<file path="config.mk">
export PLATFORM = sky130hd
export DESIGN_NAME = sevenseg_scan_ctrl
export DESIGN_NICKNAME = d
export VERILOG_FILES = /design/src/rtl/sevenseg_scan_ctrl.sv
export SDC_FILE = /design/constraint.sdc
export NUM_CORES = 1
export LEC_CHECK = 0
export ABC_AREA = 1
export BUFFER_PORTS_ARGS = -buffer_cell sky130_fd_sc_hd__buf_2
export CAP_MARGIN = 20
export CORE_MARGIN = 4
export CORE_UTILIZATION = 45
export DETAILED_ROUTE_END_ITERATION = 8
export HOLD_SLACK_MARGIN = 0.06
export SETUP_SLACK_MARGIN = 0.15
export SLEW_MARGIN = 30
export SYNTH_ARGS = -nofsm -noshare
export SYNTH_HDL_FRONTEND = slang
export SYNTH_SLANG_ARGS = --single-unit
</file>
<file path="constraint.sdc">
create_clock -name clk -period 7.1 [get_ports clk]
set_input_delay 0.355 -clock clk [delete_from_list [all_inputs] [get_ports clk]]
set_output_delay 0.355 -clock clk [all_outputs]
set_load 0.005 [all_outputs]
</file>
<file path="src/rtl/sevenseg_scan_ctrl.sv">
// Scan controller for an 8-digit common-anode seven-segment display.
// Double-buffered value/mask/duty, per-slot blank interval and brightness duty.
module sevenseg_scan_ctrl #(
  parameter int unsigned SCAN_DIV     = 50000,
  parameter int unsigned BLANK_CYCLES = 500,
  parameter int unsigned NDIG         = 8
) (
  input  logic        clk,
  input  logic        rstn,
  input  logic        i_wr_en,
  input  logic [1:0]  i_wr_addr,
  input  logic [31:0] i_wr_data,
  output logic        o_wr_ack,
  output logic [7:0]  AN,
  output logic [6:0]  o_seg,
  output logic        o_frame_tick,
  output logic [1:0]  o_state
);

  localparam int unsigned CW       = $clog2(SCAN_DIV);
  localparam int unsigned STEP     = (SCAN_DIV - BLANK_CYCLES) >> 4;
  localparam logic [2:0]  LAST_DIG = 3'(NDIG - 1);

  typedef enum logic [1:0] {
    S_BLANK = 2'd0,
    S_ON    = 2'd1,
    S_OFF   = 2'd2
  } state_t;

  state_t        state_q, state_nxt;
  logic [CW-1:0] c_q, c_nxt;
  logic [2:0]    d_q, d_nxt;
  logic          slot_end, frame_end;

  logic [31:0]   st_value, sh_value, sh_value_nxt;
  logic [7:0]    st_mask, sh_mask, sh_mask_nxt;
  logic [3:0]    st_duty, sh_duty, sh_duty_nxt;

  logic [31:0]   c_ext, on_len;
  logic [3:0]    nib;
  logic [7:0]    an_nxt;
  logic [6:0]    seg_nxt;

  function automatic logic [6:0] decode(input logic [3:0] n);
    logic [6:0] s;
    case (n)
      4'h0: s = 7'b0000001;
      4'h1: s = 7'b1001111;
      4'h2: s = 7'b0010010;
      4'h3: s = 7'b0000110;
      4'h4: s = 7'b1001100;
      4'h5: s = 7'b0100100;
      4'h6: s = 7'b0100000;
      4'h7: s = 7'b0001111;
      4'h8: s = 7'b0000000;
      4'h9: s = 7'b0000100;
      4'hA: s = 7'b0001000;
      4'hB: s = 7'b1100000;
      4'hC: s = 7'b0110001;
      4'hD: s = 7'b1000010;
      4'hE: s = 7'b0110000;
      default: s = 7'b0111000;
    endcase
    return s;
  endfunction

  // Write port: i_wr_en is a single-cycle strobe with no back-pressure; every
  // strobe is answered by exactly one o_wr_ack pulse on the following cycle.
  always_ff @(posedge clk or negedge rstn) begin
    if (!rstn) begin
      st_value <= 32'h0;
      st_mask  <= 8'hFF;
      st_duty  <= 4'hF;
      o_wr_ack <= 1'b0;
    end else begin
      o_wr_ack <= i_wr_en;
      if (i_wr_en) begin
        case (i_wr_addr)
          2'd0:    st_value <= i_wr_data;
          2'd1:    st_mask  <= i_wr_data[7:0];
          2'd2:    st_duty  <= i_wr_data[3:0];
          default: ;
        endcase
      end
    end
  end

  // Everything below looks one cycle ahead so the registered outputs line up
  // with the counter value they describe.
  always_comb begin
    slot_end     = (c_q == CW'(SCAN_DIV - 1));
    frame_end    = slot_end && (d_q == LAST_DIG);
    c_nxt        = slot_end ? '0 : c_q + 1'b1;
    d_nxt        = slot_end ? d_q + 3'd1 : d_q;
    sh_value_nxt = frame_end ? st_value : sh_value;
    sh_mask_nxt  = frame_end ? st_mask  : sh_mask;
    sh_duty_nxt  = frame_end ? st_duty  : sh_duty;
    on_len       = STEP * ({28'd0, sh_duty_nxt} + 32'd1);
    c_ext        = 32'(c_nxt);
    nib          = sh_value_nxt[{d_nxt, 2'b00} +: 4];
  end

  always_comb begin
    state_nxt = S_OFF;
    an_nxt    = 8'hFF;
    seg_nxt   = 7'h7F;
    if (c_ext < BLANK_CYCLES) begin
      state_nxt = S_BLANK;
    end else if (c_ext < BLANK_CYCLES + on_len) begin
      state_nxt = S_ON;
    end
    if (state_nxt == S_ON) begin
      if (sh_mask_nxt[d_nxt]) an_nxt = ~(8'd1 << d_nxt);
      seg_nxt = decode(nib);
    end
  end

  always_ff @(posedge clk or negedge rstn) begin
    if (!rstn) begin
      state_q      <= S_BLANK;
      c_q          <= '0;
      d_q          <= 3'd0;
      sh_value     <= 32'h0;
      sh_mask      <= 8'hFF;
      sh_duty      <= 4'hF;
      AN           <= 8'hFF;
      o_seg        <= 7'h7F;
      o_frame_tick <= 1'b0;
    end else begin
      state_q      <= state_nxt;
      c_q          <= c_nxt;
      d_q          <= d_nxt;
      sh_value     <= sh_value_nxt;
      sh_mask      <= sh_mask_nxt;
      sh_duty      <= sh_duty_nxt;
      AN           <= an_nxt;
      o_seg        <= seg_nxt;
      o_frame_tick <= frame_end;
    end
  end

  assign o_state = state_q;

endmodule

</file>
* Yosys cells after proc, flatten, opt, wreduce, memory -nomap -nowiden
Memory sizes are Yosys's and may differ from the RTL's. Cells that the tools add are included.
Operators by class: order comparisons 3, multiplexer cells 12, shift-type cells 2, add/sub/neg operators 4, $mul 1, equal/unequal tests 5, reduce and logical (&&, ||, !) cells 5, bitwise logic cells 1
Operators with widths (count):
- $mux 32 | 1
- $shiftx 32x6->4 | 1
- $mux 8 | 3
- $add 9x17->18 const A | 1
- $lt 16x18->1 | 1
- $mul 12x5->17 const A | 1
- $add 16x1->16 const B | 1
- $eq 16x16->1 const B | 1
- $lt 16x9->1 const B | 1
- $mux 16 | 1
- $not 8->8 | 1
- $shl 1x3->8 const A | 1
- $mux 7 | 1
- $reduce_and 2->1 | 3
- $add 4x1->5 const B | 1
- $eq 2x1->1 const B | 2
- $lt 3x4->1 const B | 1
- $mux 2 | 2
- $mux 4 | 1
- $add 3x1->3 const B | 1
- $bmux 1 s3 | 1
- $eq 3x3->1 const B | 1
- $mux 3 | 1
- $eq 2x2->1 const B | 1
- other kinds (3) | 3
Storage, ports and cells: output and inout port bits 19, register bits after elaboration 126, memories 1, bits in read-only memories 112, logic and storage cells 47, bits of input ports 37
Memory list:
- (no name shown) | depth 16, bits a word 7, rd ports 1, clocked after memory_dff 0, wr ports 0, line 46 | case (n)

* Longest topological paths before layout
depth after elaboration 11, depth in mapped cells 38, depth with buffers taken out 36

* Worst setup path before layout
OpenSTA, ideal clock, no wires.
path type flip-flop to flip-flop, start register d_q[0], end register AN[0], data required time 7.018 ns, path slack 1.781 ns, buffers on the path 3, cell stages (with the launch flop) 37, data arrival time 5.237 ns, path through dfrtp_1 -> ha_1 -> ha_1 -> buf_2 -> nand3_4 -> inv_1 -> buf_4 -> nand2_1 -> nand2_1 -> nand3_1 -> xor2_1 -> inv_1 -> fa_1 -> inv_1 -> fa_1 -> ha_1 -> nand2_1 -> nand2_1 -> nand2_1 -> nand3_1 -> inv_1 -> o21ai_1 -> nand2_1 -> nand2_1 -> nand2_1 -> nor2_1 -> xnor2_1 -> ha_1 -> inv_1 -> nor3_1 -> a211oi_1 -> nand2_1 -> nand2_1 -> nand2_1 -> nand3_4 -> buf_6 -> nand3_2
On the way: cells in the longest elaborated chain, start to end 11, elaborated cells between the ends (all ways) 19
RTL lines:
- start: declaration | line 32 | logic [2:0] d_q, d_nxt;
- start signal: assignment | line 132 | d_q <= d_nxt;
- $eq 3x3->1 | line 92 | frame_end = slot_end && (d_q == LAST_DIG);
- $logic_and 1x1->1 | line 92
- net frame_end | line 33 | logic slot_end, frame_end;
- $mux 4 | line 97 | sh_duty_nxt = frame_end ? st_duty : sh_duty;
- net sh_duty_nxt[1] | line 37 | logic [3:0] st_duty, sh_duty, sh_duty_nxt;
- $add 4x1->5 | line 98 | on_len = STEP * ({28'd0, sh_duty_nxt} + 32'd1);
- $mul 12x5->17 | line 98
- $add 9x17->18 | line 109 | end else if (c_ext < BLANK_CYCLES + on_len) begin
- $lt 16x18->1 | line 109
- $mux 2 | line 109
- $mux 2 | line 107 | if (c_ext < BLANK_CYCLES) begin
- $eq 2x1->1 | line 112 | if (state_nxt == S_ON) begin
- $mux 8 | line 112
- net an_nxt[0] | line 41 | logic [7:0] an_nxt;
- end signal: assignment | line 136 | AN <= an_nxt;
- end: declaration | line 14 | output logic [7:0] AN,
The timed path passes the listed nets, and every way through them passes these cells. The select of a mux whose other input is x is not followed. A chain may end at the register's enable or synchronous reset.

* Final worst setup path
start register c_q[1], end register state_q[0] (netlist: o_state[0])
On the way: cells in the longest elaborated chain, start to end 9, elaborated cells between the ends (all ways) 12
RTL lines:
- start: declaration | line 31 | logic [CW-1:0] c_q, c_nxt;
- start signal: assignment | line 131 | c_q <= c_nxt;
- $eq 16x16->1 | line 91 | slot_end = (c_q == CW'(SCAN_DIV - 1));
- $logic_and 1x1->1 | line 92
- $mux 4 | line 97
- net sh_duty_nxt[1] | line 37
- $add 4x1->5 | line 98
- $mul 12x5->17 | line 98
- $add 9x17->18 | line 109
- $lt 16x18->1 | line 109
- $mux 2 | line 109
- $mux 2 | line 107
- net state_nxt[0] | line 30 | state_t state_q, state_nxt;
- end signal: assignment | line 130 | state_q <= state_nxt;
- end: declaration | line 30
The timed path passes the listed nets, and every way through them passes these cells.

==> impl_metrics.yaml <==
status:
  status: "completed"
layout:
  fillers: 1643
  multi_input_area_um2: 3510
  drive_gt1_frac: 0.194
  layout.nets: 1081
  final_cell_mix: "nand2_1, inv_1, nor2_1"
  final_common_cell: "nand2_1"
  diodes: 0
  regArea_um2: 3200
  stdcell_area_um2: 8660
  syn_to_final_growth_pct: 14.1
global_route:
  grt_pass1_wl_um: 27800
  grt-ovfl-total: 0
  grt_pass1_vias: 5649
  antenna_found_initial: 0
  grt_max_degree: 75
  gr-usage-all-layers: 0.185
synthesis:
  synth.top_cell.area_share: 0.287
  yosysWarnings: 0
  yosysTopAreaCell: "dfrtp_1"
  syn_area_um2: 7590
  synthTopCellsByArea: "dfrtp_1, dfstp_2, nand2_1"
  ys_ff_latch: 126
  syn_nets: 1027
  ys_types: 46
  syn-mean-instance-area_um2: 8.12
  synth_cells: 935
  seq_area_frac_synth: 0.422
drt:
  drt_iter0_markers: 302
  vias: 5761
  detail-route-antenna-nets: 0
  wl_um: 16500
  via_per_inst: 4.71
  dr.pass1.iters: 4
  post_drt_wl_per_cell_um: 13.5
  remaining_drc_errors: 0
power_and_ir_drop:
  ir_drop_v: 0.000182
  p_total_w: 0.00181
  powerDensity_nw_per_um2: 209
  p_leak_nw: 4.76
clocking:
  cts_tree: "done"
  clkLatencyLatePin_ns: 0.41
  cts_buffers: 17
  clk_pin_slew_ns: 0.06
  cts_buffer_depth: 2
  clock-root-buffer: "clkbuf_16"
  htreeDepth: 4
  cts_resized: 0
  cts.sinks: 126
place:
  port_buffers: 55
  gp_congestion: 0.823
  detailedPlace.worstSlack_ns: 0.876
  dpl_cell_area_um2: 8010
  hpwlAfterDp_um: 11700
floorplanning:
  ios: 56
  die_w_um: 138
  die_height_um: 138
  core_um2: 16600
  rows: 47
  dieArea_um2: 19000
  initial_core_util: 0.458
worst_setup_path:
  critPathKind: "reg -> reg"
  critPathBufInv: 5
  crit_required_ns: 7.41
  max_stage_delay_ns: 0.55
  path_common_cell: "nand2_1"
  crit_family: "simple AND/OR/NAND/NOR gates"
  cp_max_fo: 17
  end_kind: "flip-flop"
  cp.arrival_ns: 6.52
  cp_slowest_cell: "fa_1"
  cp-start-kind: "flip-flop"
sta:
  rsz0062_at_grt: "no"
  drv_slew: 0
  worst_slack_ns: 0.882
  slew_headroom: 0.530
  worst_slew_pin_slew_ns: 0.705
  max_freq_ghz: 0.161
  finalSetupTns_ns: 0
  finalHoldViolations: 0
  finalCritPeriodShare: 0.876
  post-route-min-period_ns: 6.22
  clock_skew_ns: 0.00794
  setup_violations: 0
job:
  drv_cap: 0
min_path:
  hold_path_class: "in -> reg"
what timing repair did:
item | in CTS | in global routing
hold endpoints to repair | 42 | 0
setup buffers | 0 | 0
hold buffers | 1 | 0
cells in the mapped netlist (all sizes together):
cell and count:
a211oi 2, a21oi 26, a31o 1, a31oi 3, and2 3, buf 16, clkbuf 9, clkinv 1
dfrtp 87, dfstp 39, fa 6, ha 49, inv 188, mux2 7, nand2 221, nand3 58
nand3b 2, nand4 29, nor2 113, nor3 11, o2111ai 3, o211ai 3, o21a 1, o21ai 36
o221a 1, o221ai 1, o31ai 1, or2 5, xnor2 1, xor2 12
path summary, 6_finish.rpt:
| check | start | endpoint | slack, ns | depth (start not counted) |
|---|---|---|---|---|
| setup / recovery | c_q[1] | o_state[0] | 0.88 | 34 |
| hold / removal | i_wr_en | o_wr_ack | 0.1 | 1 |
| setup reg to reg | c_q[1] | o_state[0] | 0.88 | 34 |
| hold reg to reg | sh_mask[0] | sh_mask[0] | 0.48 | 2 |
| max in group asynchronous | rstn | st_value[2] | 5.46 | 3 |
| min in group asynchronous | rstn | st_value[30] | 0.55 | 2 |
through the flow:
stage           util  cells  hold WS (ns)
6_report       0.522   1222        0.0995
5_1_grt        0.522   1222         0.105
4_1_cts        0.522   1222        0.0840
3_5_place_dp   0.483   1189         0.453
3_3_place_gp   0.483   1189         0.451
2_1_floorplan      -    935        0.0594
power breakdown:
| group | internal, W | total, W | switching [W] | leakage (nW) |
|---|---|---|---|---|
| sequential | 0.000769 | 0.000788 | 0.0000192 | 1.52 |
| combinational | 0.0000302 | 0.0000807 | 0.0000505 | 2.93 |
| clock | 0.000607 | 0.000938 | 0.000331 | 0.309 |
| total | 0.00141 | 0.00181 | 0.000401 | 4.76 |
flip-flops by register name, summed over array words and instances (netlist names):
register and cells:
sh_value 32, sh_duty 4, o_wr_ack 1, sh_mask 8
AN 8, st_value 32, o_frame_tick 1, o_seg 7
st_mask 8, o_state 2, d_q 3, st_duty 4
c_q 16
logic make-up after synthesis:
group,share of synthesized area
and+or+nand+nor,0.282
xor gates and xnor gates,0.0150
AOI/OAI and AO/OA,0.0585
buffers and inverters,0.116
muxes,0.0104
adders and majority gates,0.0966
DFF,0.422
area by class of cell:
| cell class | instances | area share |
|---|---|---|
| repair buffers | 60 | 0.0371 |
| clock buffers | 19 | 0.0523 |
| inverters | 189 | 0.0819 |
| multi-input cells | 595 | 0.406 |
| well taps | 220 | 0.0318 |
| flip-flops and latches | 126 | 0.370 |
| clock inverters | 13 | 0.0218 |
layer usage:
layer	track usage	wire [um]
met5	0	0
met4	0.0417	170
met3	0.0345	551
met2	0.296	7550
met1	0.261	8210
Note: power is estimated with default switching activity, not from simulation.
